## src/rtl/lfsr_burst_ctrl.sv

```systemverilog
// lfsr_burst_ctrl: start/abort sequencer that streams a burst of Fibonacci LFSR words over valid/ready.
// Optional zero-seed guard enabled by defining LFSR_ZERO_GUARD_EN.
module lfsr_burst_ctrl #(
    parameter int              WIDTH        = 4,
    parameter logic [WIDTH-1:0] TAPS         = 4'b1100,
    parameter int              CNT_W        = 8,
    parameter logic [WIDTH-1:0] DEFAULT_SEED = 4'b0001
) (
    input  logic             clk,
    input  logic             reset,
    input  logic             start,
    input  logic [WIDTH-1:0] seed,
    input  logic [CNT_W-1:0] len,
    input  logic             abort,
    output logic [WIDTH-1:0] out_data,
    output logic             out_valid,
    input  logic             out_ready,
    output logic             busy,
    output logic             done,
    output logic             seed_err
);
    typedef enum logic [1:0] {IDLE, LOAD, RUN, DONE} state_t;

    state_t           state_q;
    logic [WIDTH-1:0] lfsr_q, lfsr_d, seed_q, load_d;
    logic [CNT_W-1:0] cnt_q, cnt_d, len_q;
    logic             xfer;

    assign lfsr_d    = {lfsr_q[WIDTH-2:0], ^(lfsr_q & TAPS)};
    assign cnt_d     = cnt_q + 1'b1;
    assign xfer      = (state_q == RUN) && out_ready;
    assign out_data  = lfsr_q;
    assign out_valid = (state_q == RUN);
    assign busy      = (state_q != IDLE);
    assign done      = (state_q == DONE);

`ifdef LFSR_ZERO_GUARD_EN
    // An all-zero seed would lock the LFSR, so substitute the reset seed and flag it.
    assign load_d   = (seed_q == '0) ? DEFAULT_SEED : seed_q;
    assign seed_err = (state_q == LOAD) && (seed_q == '0);
`else
    assign load_d   = seed_q;
    assign seed_err = 1'b0;
`endif

    always_ff @(posedge clk or negedge reset) begin
        if (!reset) begin
            state_q <= IDLE;
            lfsr_q  <= DEFAULT_SEED;
            cnt_q   <= '0;
            seed_q  <= '0;
            len_q   <= '0;
        end else begin
            if (xfer) lfsr_q <= lfsr_d;
            case (state_q)
                IDLE: if (start) begin
                    seed_q  <= seed;
                    len_q   <= len;
                    state_q <= (len == '0) ? DONE : LOAD;
                end
                LOAD: if (abort) state_q <= IDLE;
                else begin
                    lfsr_q  <= load_d;
                    cnt_q   <= '0;
                    state_q <= RUN;
                end
                RUN: if (abort) state_q <= IDLE;
                else if (xfer) begin
                    cnt_q <= cnt_d;
                    if (cnt_d == len_q) state_q <= DONE;
                end
                default: state_q <= IDLE;
            endcase
        end
    end
endmodule

```

## config.mk

```make
export PLATFORM = sky130hd
export DESIGN_NAME = lfsr_burst_ctrl
export DESIGN_NICKNAME = d
export VERILOG_FILES = /design/src/rtl/lfsr_burst_ctrl.sv
export SDC_FILE = /design/constraint.sdc
export NUM_CORES = 1
export LEC_CHECK = 0
export ABC_AREA = 1
export BUFFER_PORTS_ARGS = -buffer_cell sky130_fd_sc_hd__buf_4
export CORE_MARGIN = 3
export CORE_UTILIZATION = 54
export CTS_CLUSTER_DIAMETER = 200
export CTS_CLUSTER_SIZE = 14
export DETAILED_ROUTE_END_ITERATION = 10
export MAX_ROUTING_LAYER = met4
export PLACE_DENSITY = 0.77
export SLEW_MARGIN = 20
export SYNTH_ARGS = -nofsm -noshare
export SYNTH_HDL_FRONTEND = slang
export SYNTH_SLANG_ARGS = --single-unit
```

## constraint.sdc

```tcl
create_clock -name clk -period 1.6 [get_ports clk]
set_input_delay 0 -clock clk [delete_from_list [all_inputs] [get_ports clk]]
set_output_delay 0 -clock clk [all_outputs]
set_load 0.02 [all_outputs]
```

==> results of run 1 <==
## layer usage
metal / vias up / share of wire [%]
met5: - / 0
li1: 705 / -
met3: 2 / 5.6
met1: 642 / 42
met4: 0 / 0.30
met2: 40 / 52
## power by group through the flow
| stage | Combinational (mW) | Sequential [mW] | Clock [mW] |
|---|---|---|---|
| after CTS | 1.08 | 1.07 | 0.332 |
| final | 1.09 | 1.08 | 0.327 |
| after detailed placement | 1.05 | 1.09 | 0 |
| after global placement | 1.01 | 1.08 | 0 |
| after global routing | 1.22 | 1.11 | 0.359 |
| after floorplan | 0.618 | 1.13 | 0 |
## area by class of cell
| type | count | share of cell area, % |
|---|---|---|
| multi-input combinational | 140 | 36.7 |
| sequential | 26 | 35.6 |
| timing repair buffer | 40 | 18.3 |
| inverter | 26 | 5.47 |
| clock buffer | 4 | 1.98 |
| tap | 28 | 1.92 |
## logic make-up (layout without fill, tap and decap cells)
family,count (synthesis),count (layout)
AO/OA/AOI/OAI,22,22
AND/OR/NAND/NOR,115,115
flip-flops,26,26
XOR/XNOR,1,1
other,1,1
buffers and inverters,28,70
adder cells (fa/ha/maj),1,1
## worst max-delay path: cells and delay by family, from the launching register on
kind,cells,cell delay (ps)
fa+ha+maj,1,230
buf+inv,1,80
flops,1,440
simple gates,9,700
## cells in the mapped netlist
| cell type | count | share of area (%) |
|---|---|---|
| a31oi_1 | 4 | 1.8 |
| nand2_2 | 5 | 2.2 |
| nor2_1 | 14 | 3.7 |
| nand3_2 | 1 | 0.71 |
| buf_2 | 1 | 0.35 |
| nand3b_1 | 2 | 1.1 |
| dfstp_2 | 1 | 1.9 |
| inv_2 | 5 | 1.3 |
| nand2_1 | 66 | 17 |
| nor2_2 | 2 | 0.88 |
| conb_1 | 1 | 0.26 |
| buf_4 | 1 | 0.53 |
| nand3_1 | 18 | 6.4 |
| nor4_1 | 2 | 0.88 |
| nand4_1 | 3 | 1.3 |
| xor2_1 | 1 | 0.62 |
| o21ai_0 | 14 | 4.9 |
| ha_1 | 1 | 0.88 |
| nor2_4 | 2 | 1.6 |
| o21ai_1 | 1 | 0.35 |
| inv_1 | 21 | 5.6 |
| dfrtp_1 | 25 | 44 |
| o22ai_1 | 2 | 0.88 |
| a21oi_1 | 1 | 0.35 |
## registers in the layout (all words and copies together) (netlist names)
name      count
load_d        4
out_data      4
state_q       2
len_q         8
cnt_q         8
## final timing paths
check | to | startpoint | cells past startpoint | slack [ps]
worst max-delay path | state_q[0]$_DFFE_PN0P_ | cnt_q[1]$_DFFE_PN0P_ | 11 | 110
worst min-delay path | out_data[0]$_DFF_PN1_ | out_ready | 5 | 60
worst max register to register | state_q[0]$_DFFE_PN0P_ | cnt_q[1]$_DFFE_PN0P_ | 11 | 110
worst min register to register | load_d[0]$_DFFE_PN0P_ | load_d[0]$_DFFE_PN0P_ | 2 | 500
max in group asynchronous | out_data[0]$_DFF_PN1_ | reset | 2 | 1210
min in group asynchronous | load_d[1]$_DFFE_PN0P_ | reset | 2 | 110
## per-stage QoR
step / hold slack, ps / TNS (ps) / instances / total power, mW / instance area (sq um)
floorplan: -296 / 0 / 194 / 1.75 / 1420
detailed placement: -76.7 / 0 / 246 / 2.13 / 1640
global placement: -80.7 / 0 / 246 / 2.10 / 1640
finish: 62.3 / 0 / 264 / 2.50 / 1830
CTS: 62.8 / 0 / 264 / 2.49 / 1810
global route: 78.1 / -13.8 / 264 / 2.69 / 1830
## what timing repair did
item,CTS,global route
endpoints found under the setup margin,0,1
gates resized for setup,0,5
endpoints found under the hold margin,39,0
hold buffers,14,0
==> impl_metrics.env, run 1 <==
export IMPL_relSlewSlack_pct=61.7
export IMPL_seq_area_frac_synth_pct=46.0
export IMPL_critPathKind="reg2reg"
export IMPL_p_clk_share_pct=13.1
export IMPL_dpl_hpwl_um=2410
export IMPL_switching_power_mw=1.02
export IMPL_vias=1389
export IMPL_hold_path_class="in2reg"
export IMPL_synth_compound_area_share_pct=8.30
export IMPL_io_buffer_count=23
export IMPL_maxCapViolations=0
export IMPL_initial_utilization_pct=60.6
export IMPL_drive_above_1_share_pct=20.8
export IMPL_arrival_ps=1750
export IMPL_grt_pass1_vias=1369
export IMPL_irDropWorstVdd_mv=1.02
export IMPL_drt_wirelength_per_cell_um=12.7
export IMPL_cts_tree="built"
export IMPL_worstPathMaxFanout=7
export IMPL_power_density_nw_per_um2=1360
export IMPL_ys_seq_elements=26
export IMPL_antenna_cells=0
export IMPL_intPower_mw=1.47
export IMPL_clk_latency_ps=310
export IMPL_synth_xor_area_share_pct=0.618
export IMPL_synth_area_per_cell_sq_um=7.31
export IMPL_ys_warn_count=0
export IMPL_final_util_pct=78.2
export IMPL_synth_adder_area_share_pct=0.883
export IMPL_grt_ovfl_total=0
export IMPL_p_sw_share_pct=41.0
export IMPL_synthSimpleGateAreaFrac_pct=36.2
export IMPL_startpoint_type="flip-flop"
export IMPL_setup_ws_ps=105
export IMPL_grt_busiest_layer="met2"
export IMPL_cts_sinks=26
export IMPL_met2_usage_pct=40.6
export IMPL_met3_usage_pct=2.49
export IMPL_ff_latch_area_sq_um=652
export IMPL_fmax_ghz=0.669
export IMPL_gp_congestion=0.859
export IMPL_dr_pass1_iters=4
export IMPL_die_width_um=57.2
export IMPL_cts_root_buf="clkbuf_4"
export IMPL_dp_slack_ps=99.1
export IMPL_synth_top_family_by_area="simple AND/OR/NAND/NOR gates"
export IMPL_drt_total_wl_um=3350
export IMPL_cts_setup_buffers=0
export IMPL_syn_inst=194
export IMPL_slowest_delay_ps=440
export IMPL_synthesis_nets=212
export IMPL_fin_nets=255
export IMPL_crit_required_ps=1860
export IMPL_cts_buffer_depth=2
export IMPL_critPathCaptureType="flip-flop"
export IMPL_mostFrequentLayoutCells="nand2_1, buf_4, dfrtp_1, inv_1, nand3_1"
export IMPL_fin_crit_sh_pct=93.4
export IMPL_ant_nets=0
export IMPL_grt_max_degree=27
export IMPL_dieArea_sq_um=3280
export IMPL_layout_commonest_cell="nand2_1"
export IMPL_grt_usage_pct=22.0
export IMPL_numCtsBuffers=3
export IMPL_grt_pass1_wl_um=5600
export IMPL_post_route_min_period_ps=1490
export IMPL_syn_cell_area_sq_um=1420
export IMPL_dr_first_iter_drc_count=76
export IMPL_drv_slew=0
export IMPL_p_seq_share_pct=43.1
export IMPL_ioPinCount=25
export IMPL_comb_power_share_pct=43.8
export IMPL_n_fill_cell=182
export IMPL_core_area_sq_um=2340
export IMPL_status="completed"
export IMPL_antenna_found_initial=0
export IMPL_tightest_slew_ps=569
export IMPL_rows=17
export IMPL_p_leak_nw=0.923
export IMPL_muxShareOfSynthArea_pct=0
export IMPL_drcViolationCount=0
export IMPL_cts_clk_slew_worst_paths_ps=140
export IMPL_die_h_um=57.2
export IMPL_area_growth_synth_to_final_pct=29.0
export IMPL_ys_types=24
export IMPL_critPathSlowestCell="dfrtp_1"
export IMPL_hold_violations=0
export IMPL_path_common_cell="nor2_1"
export IMPL_setup_viol=0
export IMPL_grt_use_met1_pct=25.3
export IMPL_htreeDepth=1
export IMPL_multi_input_area_sq_um=671
export IMPL_worstPathCellList="ha_2, nand2_4, inv_4, nand3_2, nand2_2, nor2_1, nor2_1, nand3_1, nor2_1, nor2_1, nor2_1"
export IMPL_finalClockSkew_ps=6.56
export IMPL_viasPerCell=5.26
(Power assumes the default switching activity.)
==> inputs of run 2 (changes only) <==
--- a/config.mk
+++ b/config.mk
@@ -8,12 +8,12 @@
 export ABC_AREA = 1
 export BUFFER_PORTS_ARGS = -buffer_cell sky130_fd_sc_hd__buf_4
 export CORE_MARGIN = 3
-export CORE_UTILIZATION = 54
+export CORE_UTILIZATION = 55
 export CTS_CLUSTER_DIAMETER = 200
 export CTS_CLUSTER_SIZE = 14
 export DETAILED_ROUTE_END_ITERATION = 10
 export MAX_ROUTING_LAYER = met4
-export PLACE_DENSITY = 0.77
+export PLACE_DENSITY = 0.79
 export SLEW_MARGIN = 20
 export SYNTH_ARGS = -nofsm -noshare
 export SYNTH_HDL_FRONTEND = slang
==> constraint.sdc (replaced) <==
create_clock -name clk -period 1.8 [get_ports clk]
set_input_delay 0 -clock clk [delete_from_list [all_inputs] [get_ports clk]]
set_output_delay 0 -clock clk [all_outputs]
set_load 0.02 [all_outputs]
==> run 2 against run 1 <==
Against the previous run: clock power fell by 18%; total power fell by 13%; wire length rose by 2.3%; final cell count fell by 1.1%; utilization fell by 1.4 points; hold slack improved by 6.1 ps; worst setup slack improved by 110 ps; critical path type unchanged; critical endpoint unchanged; largest power group is now registers; highest routed layer unchanged.
==> impl_metrics.env, run 2 (synthesis gave the netlist of run 1 again) <==
export IMPL_finalClockSkew_ps=12.3
export IMPL_cts_clk_slew_worst_paths_ps=150
export IMPL_met3_usage_pct=4.37
export IMPL_drt_total_wl_um=3420
export IMPL_startpoint_type="flip-flop"
export IMPL_final_util_pct=76.8
export IMPL_io_buffer_count=23
export IMPL_irDropWorstVdd_mv=0.857
export IMPL_met2_usage_pct=38.9
export IMPL_slowest_delay_ps=480
export IMPL_cts_buffer_depth=2
export IMPL_fin_crit_sh_pct=88.3
export IMPL_path_common_cell="nor2_1"
export IMPL_critPathCaptureType="flip-flop"
export IMPL_die_h_um=56.8
export IMPL_critPathSlowestCell="dfrtp_2"
export IMPL_drcViolationCount=0
export IMPL_fin_nets=252
export IMPL_status="completed"
export IMPL_p_leak_nw=0.888
export IMPL_grt_pass1_wl_um=5930
export IMPL_grt_use_met1_pct=29.1
export IMPL_grt_usage_pct=24.0
export IMPL_vias=1406
export IMPL_worstPathMaxFanout=7
export IMPL_antenna_cells=0
export IMPL_setup_ws_ps=211
export IMPL_crit_buf_inv=1
export IMPL_mostFrequentLayoutCells="nand2_1, dfrtp_1, buf_4, inv_1, nand3_1"
export IMPL_crit_family="simple AND/OR/NAND/NOR gates"
export IMPL_p_total_mw=2.16
export IMPL_initial_utilization_pct=61.1
export IMPL_rows=17
export IMPL_grt_max_degree=27
export IMPL_dieArea_sq_um=3220
export IMPL_cts_sinks=26
export IMPL_core_area_sq_um=2320
export IMPL_gp_congestion=0.895
export IMPL_numCtsBuffers=3
export IMPL_die_width_um=56.8
export IMPL_area_growth_synth_to_final_pct=25.6
export IMPL_htreeDepth=1
export IMPL_maxCapViolations=0
export IMPL_p_clk_share_pct=12.4
export IMPL_dp_slack_ps=234
export IMPL_p_sw_share_pct=42.3
export IMPL_hold_violations=0
export IMPL_grt_busiest_layer="met2"
export IMPL_ant_nets=0
export IMPL_rsz0062_at_grt="false"
export IMPL_dpl_hpwl_um=2460
export IMPL_largestRegisters="cnt_q x8, len_q x8"
export IMPL_cts_tree="built"
export IMPL_critPathKind="reg2reg"
export IMPL_n_fill_cell=172
export IMPL_cts_root_buf="clkbuf_4"
export IMPL_comb_power_share_pct=42.3
export IMPL_power_density_nw_per_um2=1210
export IMPL_setup_viol=0
export IMPL_fmax_ghz=0.629
export IMPL_drv_slew=0
export IMPL_dr_pass1_iters=4
export IMPL_viasPerCell=5.39
export IMPL_crit_required_ps=2030
export IMPL_arrival_ps=1820
export IMPL_clk_latency_ps=330
export IMPL_post_route_min_period_ps=1590
export IMPL_ioPinCount=25
export IMPL_worstPathCellList="ha_1, nand2_2, inv_2, nand3_1, nand2_1, nor2_1, nor2_1, nand3_1, nor2_1, nor2_1, nor2_1"
export IMPL_dr_first_iter_drc_count=53
export IMPL_antenna_found_initial=0
export IMPL_layout_commonest_cell="nand2_1"
export IMPL_drt_wirelength_per_cell_um=13.1
export IMPL_setup_tns_ps=0
export IMPL_grt_pass1_vias=1383
export IMPL_hold_path_class="in2reg"
export IMPL_switching_power_mw=0.914
export IMPL_drive_above_1_share_pct=18.5
export IMPL_grt_ovfl_total=0
export IMPL_p_seq_share_pct=45.3
export IMPL_intPower_mw=1.25
==> run 2: cell types whose count changed in the layout (fill, tap and decap cells not counted), sizes merged <==
cell,delta
buf,-3
==> run 2: routing by layer <==
| layer | routed length [um] | part of all wire [%] |
|---|---|---|
| met2 | 1690 | 49 |
| met3 | 217 | 6.3 |
| met1 | 1440 | 42 |
| met4 | 70 | 2.0 |
| met5 | 0 | 0 |
==> run 2: through the flow <==
stage               instances  instance area [sq um]  hold slack, ps
floorplan                 194                   1420            -296
global placement          243                   1610           -79.6
detailed placement        243                   1610           -74.1
CTS                       261                   1780            67.3
global route              261                   1780            49.6
finish                    261                   1780            68.4
==> run 2: path summary, 6_finish.rpt <==
check | from | to | slack (ps) | depth (start not counted)
worst min register to register | load_d[0]$_DFFE_PN0P_ | load_d[0]$_DFFE_PN0P_ | 510 | 2
max in group asynchronous | reset | out_data[0]$_DFF_PN1_ | 1410 | 2
worst max register to register | cnt_q[0]$_DFFE_PN0P_ | state_q[0]$_DFFE_PN0P_ | 210 | 11
worst max-delay path | cnt_q[0]$_DFFE_PN0P_ | state_q[0]$_DFFE_PN0P_ | 210 | 11
worst min-delay path | out_ready | out_data[0]$_DFF_PN1_ | 70 | 5
min in group asynchronous | reset | cnt_q[7]$_DFFE_PN0P_ | 80 | 2
==> run 2: repair_timing <==
action                                 CTS  global route
setup buffers                            0             0
hold buffers                            14             0
setup endpoints to repair                0             1
endpoints found under the hold margin   43             0
resized for setup                        0             1
==> run 2: final cells by class <==
class                           instances  area (sq um)  area share, %
Multi-Input combinational cell        140           656           36.8
Sequential cell                        26           653           36.7
Timing Repair Buffer                   37           313           17.6
Inverter                               26          97.6           5.48
Tap cell                               28          35.0           1.97
Clock buffer                            4          26.3           1.48
==> run 2: power groups by stage <==
stage	sequential (mW)	combinational, mW	clock, mW
after CTS	0.971	0.912	0.269
final	0.979	0.914	0.268
after floorplan	1.01	0.550	0
after detailed placement	0.984	0.881	0
after global placement	0.975	0.855	0
after global routing	1.01	1.03	0.303
==> run 2: worst register-to-register path, cell delays in order (launching register included) <==
cell and delay (ps):
dfrtp_2 480, ha_1 240, nand2_2 150, inv_2 70, nand3_1 70, nand2_1 90, nor2_1 100, nor2_1 50
nand3_1 80, nor2_1 40, nor2_1 80, nor2_1 40
